==> src/rtl/latch_write_sequencer.sv <==
// Front-end sequencer driving the en/d pins of a level-sensitive latch.
// Each accepted 1-bit write runs SETUP -> OPEN -> HOLD with registered en/d.
module latch_write_sequencer #(
   parameter int SETUP_CYC = 1,
   parameter int OPEN_CYC  = 2,
   parameter int HOLD_CYC  = 1
) (
   input  logic       clk,
   input  logic       rst,
   input  logic       req_valid,
   input  logic       req_data,
   output logic       req_ready,
   output logic       en,
   output logic       d,
   output logic       busy,
   output logic       done,
   output logic [7:0] wr_count
);

   localparam int MAX_SO  = (SETUP_CYC > OPEN_CYC) ? SETUP_CYC : OPEN_CYC;
   localparam int MAX_CYC = (MAX_SO > HOLD_CYC) ? MAX_SO : HOLD_CYC;
   localparam int CW      = $clog2(MAX_CYC) + 1;

   if ((SETUP_CYC < 1) || (OPEN_CYC < 1) || (HOLD_CYC < 1)) begin : g_bad_param
      $error("latch_write_sequencer: SETUP_CYC, OPEN_CYC and HOLD_CYC must all be >= 1");
   end

   localparam logic [CW-1:0] SETUP_LOAD = CW'(SETUP_CYC - 1);
   localparam logic [CW-1:0] OPEN_LOAD  = CW'(OPEN_CYC - 1);
   localparam logic [CW-1:0] HOLD_LOAD  = CW'(HOLD_CYC - 1);
   localparam logic [CW-1:0] CNT_ZERO   = {CW{1'b0}};
   localparam logic [CW-1:0] CNT_ONE    = CW'(1);

   typedef enum logic [1:0] {
      IDLE  = 2'd0,
      SETUP = 2'd1,
      OPEN  = 2'd2,
      HOLD  = 2'd3
   } state_t;

   state_t        state_r;
   state_t        state_s;
   logic [CW-1:0] cnt_r;
   logic [CW-1:0] cnt_s;
   logic          en_s;
   logic          d_s;
   logic          done_s;
   logic          ready_s;
   logic [7:0]    wr_count_s;
   logic          accept_s;

   // Next-state and next-output decode; the last HOLD cycle may chain straight into a new write
   always_comb begin
      state_s    = state_r;
      cnt_s      = cnt_r;
      en_s       = en;
      d_s        = d;
      done_s     = 1'b0;
      ready_s    = req_ready;
      wr_count_s = wr_count;
      accept_s   = 1'b0;

      case (state_r)
         IDLE: begin
            en_s = 1'b0;
            if (req_valid) begin
               accept_s = 1'b1;
            end else begin
               ready_s = 1'b1;
            end
         end
         SETUP: begin
            if (cnt_r == CNT_ZERO) begin
               state_s = OPEN;
               cnt_s   = OPEN_LOAD;
               en_s    = 1'b1;
            end else begin
               cnt_s = cnt_r - CNT_ONE;
            end
         end
         OPEN: begin
            if (cnt_r == CNT_ZERO) begin
               state_s = HOLD;
               cnt_s   = HOLD_LOAD;
               en_s    = 1'b0;
            end else begin
               cnt_s = cnt_r - CNT_ONE;
            end
         end
         HOLD: begin
            if (cnt_r == CNT_ZERO) begin
               done_s     = 1'b1;
               wr_count_s = wr_count + 8'd1;
               if (req_valid) begin
                  accept_s = 1'b1;
               end else begin
                  state_s = IDLE;
                  ready_s = 1'b1;
               end
            end else begin
               cnt_s = cnt_r - CNT_ONE;
            end
         end
         default: begin
            state_s = IDLE;
            cnt_s   = CNT_ZERO;
            en_s    = 1'b0;
            ready_s = 1'b1;
         end
      endcase

      // d is only ever loaded here, so it cannot move while the latch is being driven
      if (accept_s) begin
         state_s = SETUP;
         cnt_s   = SETUP_LOAD;
         d_s     = req_data;
         ready_s = 1'b0;
      end else begin
         d_s = d;
      end
   end

   // State, counter and all outputs registered; reset abandons any sequence in flight
   always_ff @(posedge clk or posedge rst) begin
      if (rst) begin
         state_r   <= IDLE;
         cnt_r     <= CNT_ZERO;
         en        <= 1'b0;
         d         <= 1'b0;
         req_ready <= 1'b1;
         busy      <= 1'b0;
         done      <= 1'b0;
         wr_count  <= 8'd0;
      end else begin
         state_r   <= state_s;
         cnt_r     <= cnt_s;
         en        <= en_s;
         d         <= d_s;
         req_ready <= ready_s;
         busy      <= ~ready_s;
         done      <= done_s;
         wr_count  <= wr_count_s;
      end
   end

endmodule
==> config.mk <==
export PLATFORM = sky130hd
export DESIGN_NAME = latch_write_sequencer
export DESIGN_NICKNAME = d
export VERILOG_FILES = /design/src/rtl/latch_write_sequencer.sv
export SDC_FILE = /design/constraint.sdc
export NUM_CORES = 1
export LEC_CHECK = 0
export BUFFER_PORTS_ARGS = -buffer_cell sky130_fd_sc_hd__buf_2
export CAP_MARGIN = 10
export CORE_MARGIN = 3
export CORE_UTILIZATION = 30
export DETAILED_ROUTE_END_ITERATION = 12
export PLACE_DENSITY = 0.45
export SLEW_MARGIN = 20
export SYNTH_ARGS = -nofsm -noshare
export SYNTH_HDL_FRONTEND = slang
export SYNTH_SLANG_ARGS = --single-unit
==> constraint.sdc <==
create_clock -name clk -period 3.5 [get_ports clk]
set_input_delay 0.175 -clock clk [delete_from_list [all_inputs] [get_ports clk]]
set_output_delay 0.175 -clock clk [all_outputs]
set_load 0.02 [all_outputs]
### Word level (Yosys, flattened, before mapping)

Index checks and enable logic that the tools add are counted.

| word-level totals | value |
|---|---|
| register bits | 17 |
| logic and storage cells | 52 |
| bits of input ports | 4 |
| output and inout bits | 13 |

| operators by class | value |
|---|---|
| bitwise logic cells | 1 |
| eq/ne operators | 10 |
| mux-type cells | 23 |
| reductions and logical operators | 8 |
| $add $sub $neg | 2 |

Operators with widths:

| cell | count |
|---|---|
| $mux 2 | 9 |
| $ne 3x3->1 const B | 5 |
| $pmux 2 s3 | 2 |
| $mux 1 | 9 |
| $add 8x1->8 const B | 1 |
| $reduce_and 5->1 | 1 |
| $eq 2x2->1 const B | 2 |
| $logic_not 2->1 | 2 |
| $ne 2x2->1 const B | 2 |
| $pmux 1 s2 | 2 |
| $reduce_and 2->1 | 2 |
| $reduce_bool 4->1 | 1 |
| $pmux 1 s3 | 1 |
| $reduce_and 3->1 | 1 |
| $reduce_bool 3->1 | 1 |
| $eq 2x1->1 const B | 1 |
| $sub 2x1->2 const B | 1 |
| $not 1->1 | 1 |

### Depth between registers and ports, before layout

Gate-level depths: netlist (run 1).

| logic depth | value |
|---|---|
| word-level depth | 5 |
| gate-level depth with buffers | 7 |
| depth with buffers taken out | 7 |

### Worst setup path after synthesis (run 1)

OpenSTA, ideal clock, no wires.

| path | value |
|---|---|
| path type | register to register |
| start point | register cnt_r[0] |
| end point | register d |
| required time | 3.375 ns |
| setup slack | 1.879 ns |
| arrival time | 1.496 ns |
| library setup time | 0.125 ns |
| stages on the path, launching flop included | 7 |
| cells stage by stage | dfrtp_1 -> inv_1 -> ha_1 -> buf_6 -> a21oi_4 -> nor3b_4 -> mux2_2 |

| between the ends | value |
|---|---|
| cells in the longest elaborated chain, start to end | 3 |

Ends and longest elaborated chain:

| element | line | source |
|---|---|---|
| from (decl) | 43 | `logic [CW-1:0] cnt_r;` |
| from (signal assigned) | 136 | `cnt_r <= cnt_s;` |
| $logic_not 2->1 | 91 | `if (cnt_r == CNT_ZERO) begin` |
| $mux 1 | 91 |  |
| $pmux 1 s2 | 63 | `case (state_r)` |
| to (signal assigned) | 138 | `d <= d_s;` |
| to (decl) | 14 | `output logic d,` |

No other way between the ends.
A chain may end at the register's enable or synchronous reset.

### Final worst setup path (run 1)

Ends and elaborated chain as after synthesis.

==> results of run 1 <==
[cells in the mapped netlist]
master,number
inv_2,1
a31oi_1,1
mux2i_1,1
nor3b_1,2
a21oi_1,6
nor2_1,3
inv_1,9
xnor2_1,5
and3_1,1
and4_4,1
a21oi_4,1
nor2b_1,1
buf_4,1
and4_1,1
dfrtp_1,16
mux2_2,2
dfstp_2,1
o31ai_2,1
a32oi_1,1
nand3_1,3
a211oi_1,1
nor3_1,2
ha_1,9
buf_6,1
a21o_1,1
xor2_1,2
o31a_2,1
nand2_1,7
nand2b_1,1
nand2_4,1
o21ai_0,5
nand4_1,1
nor3b_4,1
[flip-flops by register name, indices dropped and copies added, names as in the netlist]
| name | count |
|---|---|
| done | 1 |
| state_r | 2 |
| req_ready | 1 |
| busy | 1 |
| en | 1 |
| d | 1 |
| wr_count | 8 |
| cnt_r | 2 |
[timing repair]
action / in CTS / in global routing
setup endpoints to repair: 0 / 0
hold endpoints to repair: 16 / 0
hold buffers: 1 / 0
[worst max path at each step]
stage,cells past startpoint,start,to,slack [ns]
6_report,5,cnt_r[0],d,1.55
5_1_grt,5,cnt_r[0],d,1.48
4_1_cts,5,cnt_r[0],d,1.55
3_5_place_dp,5,cnt_r[0],d,1.59
3_3_place_gp,5,cnt_r[0],d,1.65
2_1_floorplan,6,cnt_r[0],d,1.88
[per-layer routing]
metal	vias up	GRT usage [%]	wire length, um
met1	329	13.4	936
li1	345	-	-
met2	12	15.3	781
met5	-	0	0
met4	0	2.48	10
met3	2	4.14	77
[critical path: cells and delay by family, from the launching register on]
kind | cells | cell delay [ns]
mux | 1 | 0.37
fa+ha+maj | 1 | 0.48
compound gates | 1 | 0.12
simple gates | 1 | 0.31
buf+inv | 1 | 0.13
flops | 1 | 0.43
[power by group]
group	internal (mW)	leakage [nW]	switching (mW)
combinational	0.230	0.343	0.344
clock	0.0442	0.0150	0.0588
sequential	0.269	0.213	0.0600
[stage by stage]
stage          instances  hold slack, ns
2_1_floorplan         91           0.100
3_3_place_gp         147           0.300
3_5_place_dp         147           0.311
4_1_cts              152          0.0963
5_1_grt              152           0.106
6_report             152           0.115
[cell type report]
cell class / count / area (um2)
Sequential cell: 17 / 427
Tap cell: 42 / 52.6
Inverter: 10 / 37.5
Clock buffer: 4 / 26.3
Fill cell: 308 / 1780
Multi-Input combinational cell: 62 / 483
Timing Repair Buffer: 17 / 90.1
[kinds of logic after synthesis]
group / count (synthesis) / share of synthesized area [%]
flops: 17 / 44.2
buf+inv: 12 / 5.83
simple gates: 25 / 15.8
fa+ha+maj: 9 / 11.7
xor+xnor: 7 / 6.35
mux: 3 / 3.37
compound gates: 18 / 12.8
==> qor.yml, run 1 <==
cts_buffers: 3
critPathMaxFanout: 11
tightest_slew_ns: 0.646
drt_first_pass_iters: 4
fin_nets: 124
die_w_um: 62.7
end_kind: "register"
postSynthCellCount: 91
r2r_setup_slack_ns: 1.55
syn_area_um2: 966
finalSetupTns_ns: 0
grt_max_degree: 18
grt-ovfl-total: 0
syn_avg_cell_area_um2: 10.6
slowest_stage: "ha_1"
vias_per_cell: 4.53
grt_usage_pct: 10.1
drc_errors: 0
critical_path_class: "reg2reg"
synth-seq-cells: 17
r2r_end: "d"
numPortBuffers: 16
utilization_pct: 38.5
die_h_um: 62.7
holdPathStages: 2
postRouteAntennaNets: 0
place_ws_ns: 1.59
status: "complete, no violations"
fp-row-count: 19
setup_slack_ns: 1.55
yosysTopAreaCell: "dfrtp_1"
vias: 688
final_area_mm2: 0.00112
slew_violations: 0
drt_iter0_drc: 26
ys_warn_count: 0
reg2reg_from: "cnt_r[0]"
finalCritPeriodShare_pct: 55.6
power.total_mw: 1.01
cts_sinks: 17
wl_per_cell_um: 11.9
setup_viol_count_final: 0
pin_count: 17
min_from: "req_data"
synth_cell_types: 33
grt_antenna_before_repair: 0
synth_top_area_share_pct: 41.5
slowest_delay_ns: 0.48
diodes: 0
maxCapViolations: 0
start_util_pct: 33.3
hold_end: "d"
crit_required_ns: 3.68
hold_path.class: "in2reg"
layout_common_cells: "dfrtp_1 (16), buf_2 (16), inv_1 (9), ha_1 (9), nand2_1 (7)"
leakage_nw: 0.571
powerDensity_mw_per_mm2: 901
layout-drive-gt1-share_pct: 26.4
skew_ns: 0.00539
cts_setup_buffers: 0
reg2regPathDepth: 5
gp_congestion: 0.748
cts.path.max_buffers: 2
synthTopCellsByArea: "dfrtp_1 (41%), ha_1 (12%), xnor2_1 (4.5%), inv_1 (3.5%), a21oi_1 (3.1%)"
die-area_mm2: 0.00394
core_mm2: 0.00290
post-route-min-period_ns: 1.95
worstPathArrival_ns: 2.13
placed_area_mm2: 0.00108
h-tree-depth: 1
start_kind: "register"
cts.clk_slew.worst_paths_ns: 0.10
max_freq_mhz: 514
grt_pass1_wl_um: 3170
root_buffer: "clkbuf_4"
ys_seq_area_share_pct: 44.2
final_hold_viol_count: 0
grt_pass1_vias: 659
totalWireLength_um: 1810
dp_hpwl_um: 1360
path_cells: "inv_1 > ha_1 > a21oi_4 > nor3b_4 > mux2_2"
syn_nets: 104
slew_headroom_pct: 56.9
rsz0062_at_grt: "no"
cts_tree: "done"
area_growth_pct: 15.5
cts_resized: 0
ir_drop_mv: 0.345
clock_latency_ns: 0.28
Power figures use the tool's default switching activity.
==> inputs of run 2 (changes only) <==
ABC_AREA = 1   (was default)
clock period = 2.05 ns   (was 3.5 ns; I/O delays follow)
==> run 2 against run 1 <==
Clock-buffer cell count shrank 1. Sequential share of layout area shrank 1.6 points. Die area grew 2.5%. Maximum frequency grew 27%. Critical path depth grew 3. Synthesized cell count grew 31%. Worst hold slack lost 0.083 ns. Power grew 68%. Clock skew shrank 0.0018 ns. Final cell count grew 21%. Critical endpoint is now cnt_r[0]. Largest cell class unchanged.
==> qor.yml, run 2 <==
status: "complete, no violations"
intPower_mw: 0.862
clock_latency_ns: 0.30
grt_pass1_wl_um: 3360
layout-drive-gt1-share_pct: 20.0
nFillCells: 349
powerDensity_mw_per_mm2: 1450
synth_cell_types: 19
h-tree-depth: 1
area_growth_pct: 17.4
critPathMaxFanout: 5
largest_reg_flops: 8
crit_required_ns: 2.24
start_util_pct: 32.0
ys_warn_count: 0
finalSetupTns_ns: 0
regMostFlops: "wr_count"
seqPwrFrac_pct: 33.6
final_hold_viol_count: 0
core_mm2: 0.00310
grt_antenna_before_repair: 0
r2r_setup_slack_ns: 0.52
start_kind: "register"
end_kind: "register"
holdPathStages: 3
path_cells: "inv_1 > ha_1 > nand2_4 > inv_6 > nor2_1 > inv_1 > nor3_1 > nor2_1"
ys_seq_area_share_pct: 43.0
cts_buffers: 3
clock_power_share_pct: 11.4
placed_area_mm2: 0.00113
synth.most_common_cell: "nand2_1"
hold_end: "d"
final_area_mm2: 0.00116
post-route-min-period_ns: 1.53
power.total_mw: 1.68
grt_usage_pct: 10.6
leakage_nw: 0.669
finalCritPeriodShare_pct: 74.8
drt_iter0_drc: 22
yosysTopAreaCell: "dfrtp_1"
syn_nets: 132
multi_input_area_um2: 482
pin_count: 17
synth-seq-cells: 17
drc_errors: 0
synthTopCellsByArea: "dfrtp_1 (40%), nand2_1 (14%), ha_1 (11%), inv_1 (7.6%), nor2_1 (4.2%)"
synth_edf_count: 0
vias_per_cell: 4.02
placed_cells: 179
cts_tree: "done"
slew_headroom_pct: 54.3
slew_violations: 0
numPortBuffers: 16
path_buf_inv: 3
synth_ff_type: "dfrtp_1"
diodes: 0
hold_path.class: "in2reg"
reg2reg_from: "cnt_r[0]"
syn_area_um2: 992
rsz0062_at_grt: "no"
grt-ovfl-total: 0
slowest_delay_ns: 0.42
combPwrFrac_pct: 55.0
ir_drop_mv: 0.608
cts_sinks: 17
postSynthCellCount: 119
final_cells: 184
wl_per_cell_um: 10.1
cts.clk_slew.worst_paths_ns: 0.11
die_h_um: 63.5
worstPathArrival_ns: 1.73
vias: 740
min_from: "req_data"
gp_congestion: 0.714
syn_avg_cell_area_um2: 8.34
fp-row-count: 20
switching_share_pct: 48.8
max_freq_mhz: 652
grt_max_degree: 18
skew_ns: 0.00359
reg_top3: "wr_count (8), cnt_r (2), state_r (2)"
die-area_mm2: 0.00403
path_delay_family: "simple AND/OR/NAND/NOR gates"
tightest_slew_ns: 0.684
synth_top_area_share_pct: 40.4
async_flop_share_pct: 100
critical_path_class: "reg2reg"
layout_common_cells: "nand2_1 (36), inv_1 (20), dfrtp_1 (16), buf_2 (16), nor2_1 (11)"
drt_first_pass_iters: 4
dp_hpwl_um: 1420
root_buffer: "clkbuf_4"
totalWireLength_um: 1850
setup_viol_count_final: 0
switchingPower_mw: 0.822
utilization_pct: 37.5
fin_nets: 154
maxCapViolations: 0
grt_pass1_vias: 728
die_w_um: 63.5
postRouteAntennaNets: 0
cts.path.max_buffers: 2
area.sequential_um2: 427
reg2regPathDepth: 8
final_common_cell: "nand2_1"
r2r_end: "cnt_r[0]"
slowest_stage: "dfrtp_1"
synth_common_cells: "nand2_1 (36), inv_1 (20), dfrtp_1 (16)"
cts_setup_buffers: 0
[run 2: logic make-up after synthesis]
kind of cell / share of synthesized area, %
buf+inv: 8.45
xor+xnor: 3.53
compound gates: 5.42
fa+ha+maj: 11.3
simple gates: 28.2
flops: 43.0
[run 2: cell type report]
| cell class | instances | area share [%] |
|---|---|---|
| clock buffer | 3 | 1.93 |
| clock inverter | 1 | 0.430 |
| inverter | 21 | 7.20 |
| multi-input combinational | 81 | 41.4 |
| sequential | 17 | 36.6 |
| tap | 44 | 4.73 |
| timing repair buffer | 17 | 7.73 |
[run 2: worst max-delay path by stage]
stage,from,to,slack [ns],cells after the start
3_5_place_dp,state_r[0],cnt_r[0],0.54,7
4_1_cts,state_r[0],cnt_r[0],0.51,7
2_1_floorplan,cnt_r[0],wr_count[5],0.69,9
6_report,cnt_r[0],cnt_r[0],0.52,8
3_3_place_gp,state_r[0],cnt_r[0],0.51,7
5_1_grt,state_r[1],wr_count[5],0.36,8
[run 2: timing repair]
action / CTS / global route
hold buffers: 1 / 0
hold endpoints to repair: 16 / 0
resized for setup: 0 / 0
[run 2: power by group through the flow]
stage | Sequential (mW) | Clock, mW | Combinational (mW)
final | 0.566 | 0.192 | 0.927
after global routing | 0.585 | 0.216 | 1.07
after CTS | 0.568 | 0.200 | 0.941
after detailed placement | 0.574 | 0 | 0.928
after global placement | 0.570 | 0 | 0.938
after floorplan | 0.643 | 0 | 0.639
[run 2: metrics by stage]
step	hold slack [ns]	setup WS (ns)
after floorplan	0.0278	0.689
after global placement	0.254	0.513
after detailed placement	0.245	0.541
after CTS	0.0272	0.508
after global routing	0.0436	0.356
final	0.0322	0.517
[run 2: metal layers]
layer | track usage, % | vias to the layer above | routed length (um)
li1 | - | 404 | -
met1 | 15.0 | 326 | 997
met2 | 15.1 | 8 | 788
met5 | 0 | - | 0
met4 | 4.04 | 0 | 19
met3 | 2.67 | 2 | 49
[run 2: worst reg2reg max path: cells and delay by family, from the launching register on]
family,cells,cell delay [ns]
and+or+nand+nor,4,0.54
buffers and inverters,3,0.22
adders and majority gates,1,0.25
DFF,1,0.42
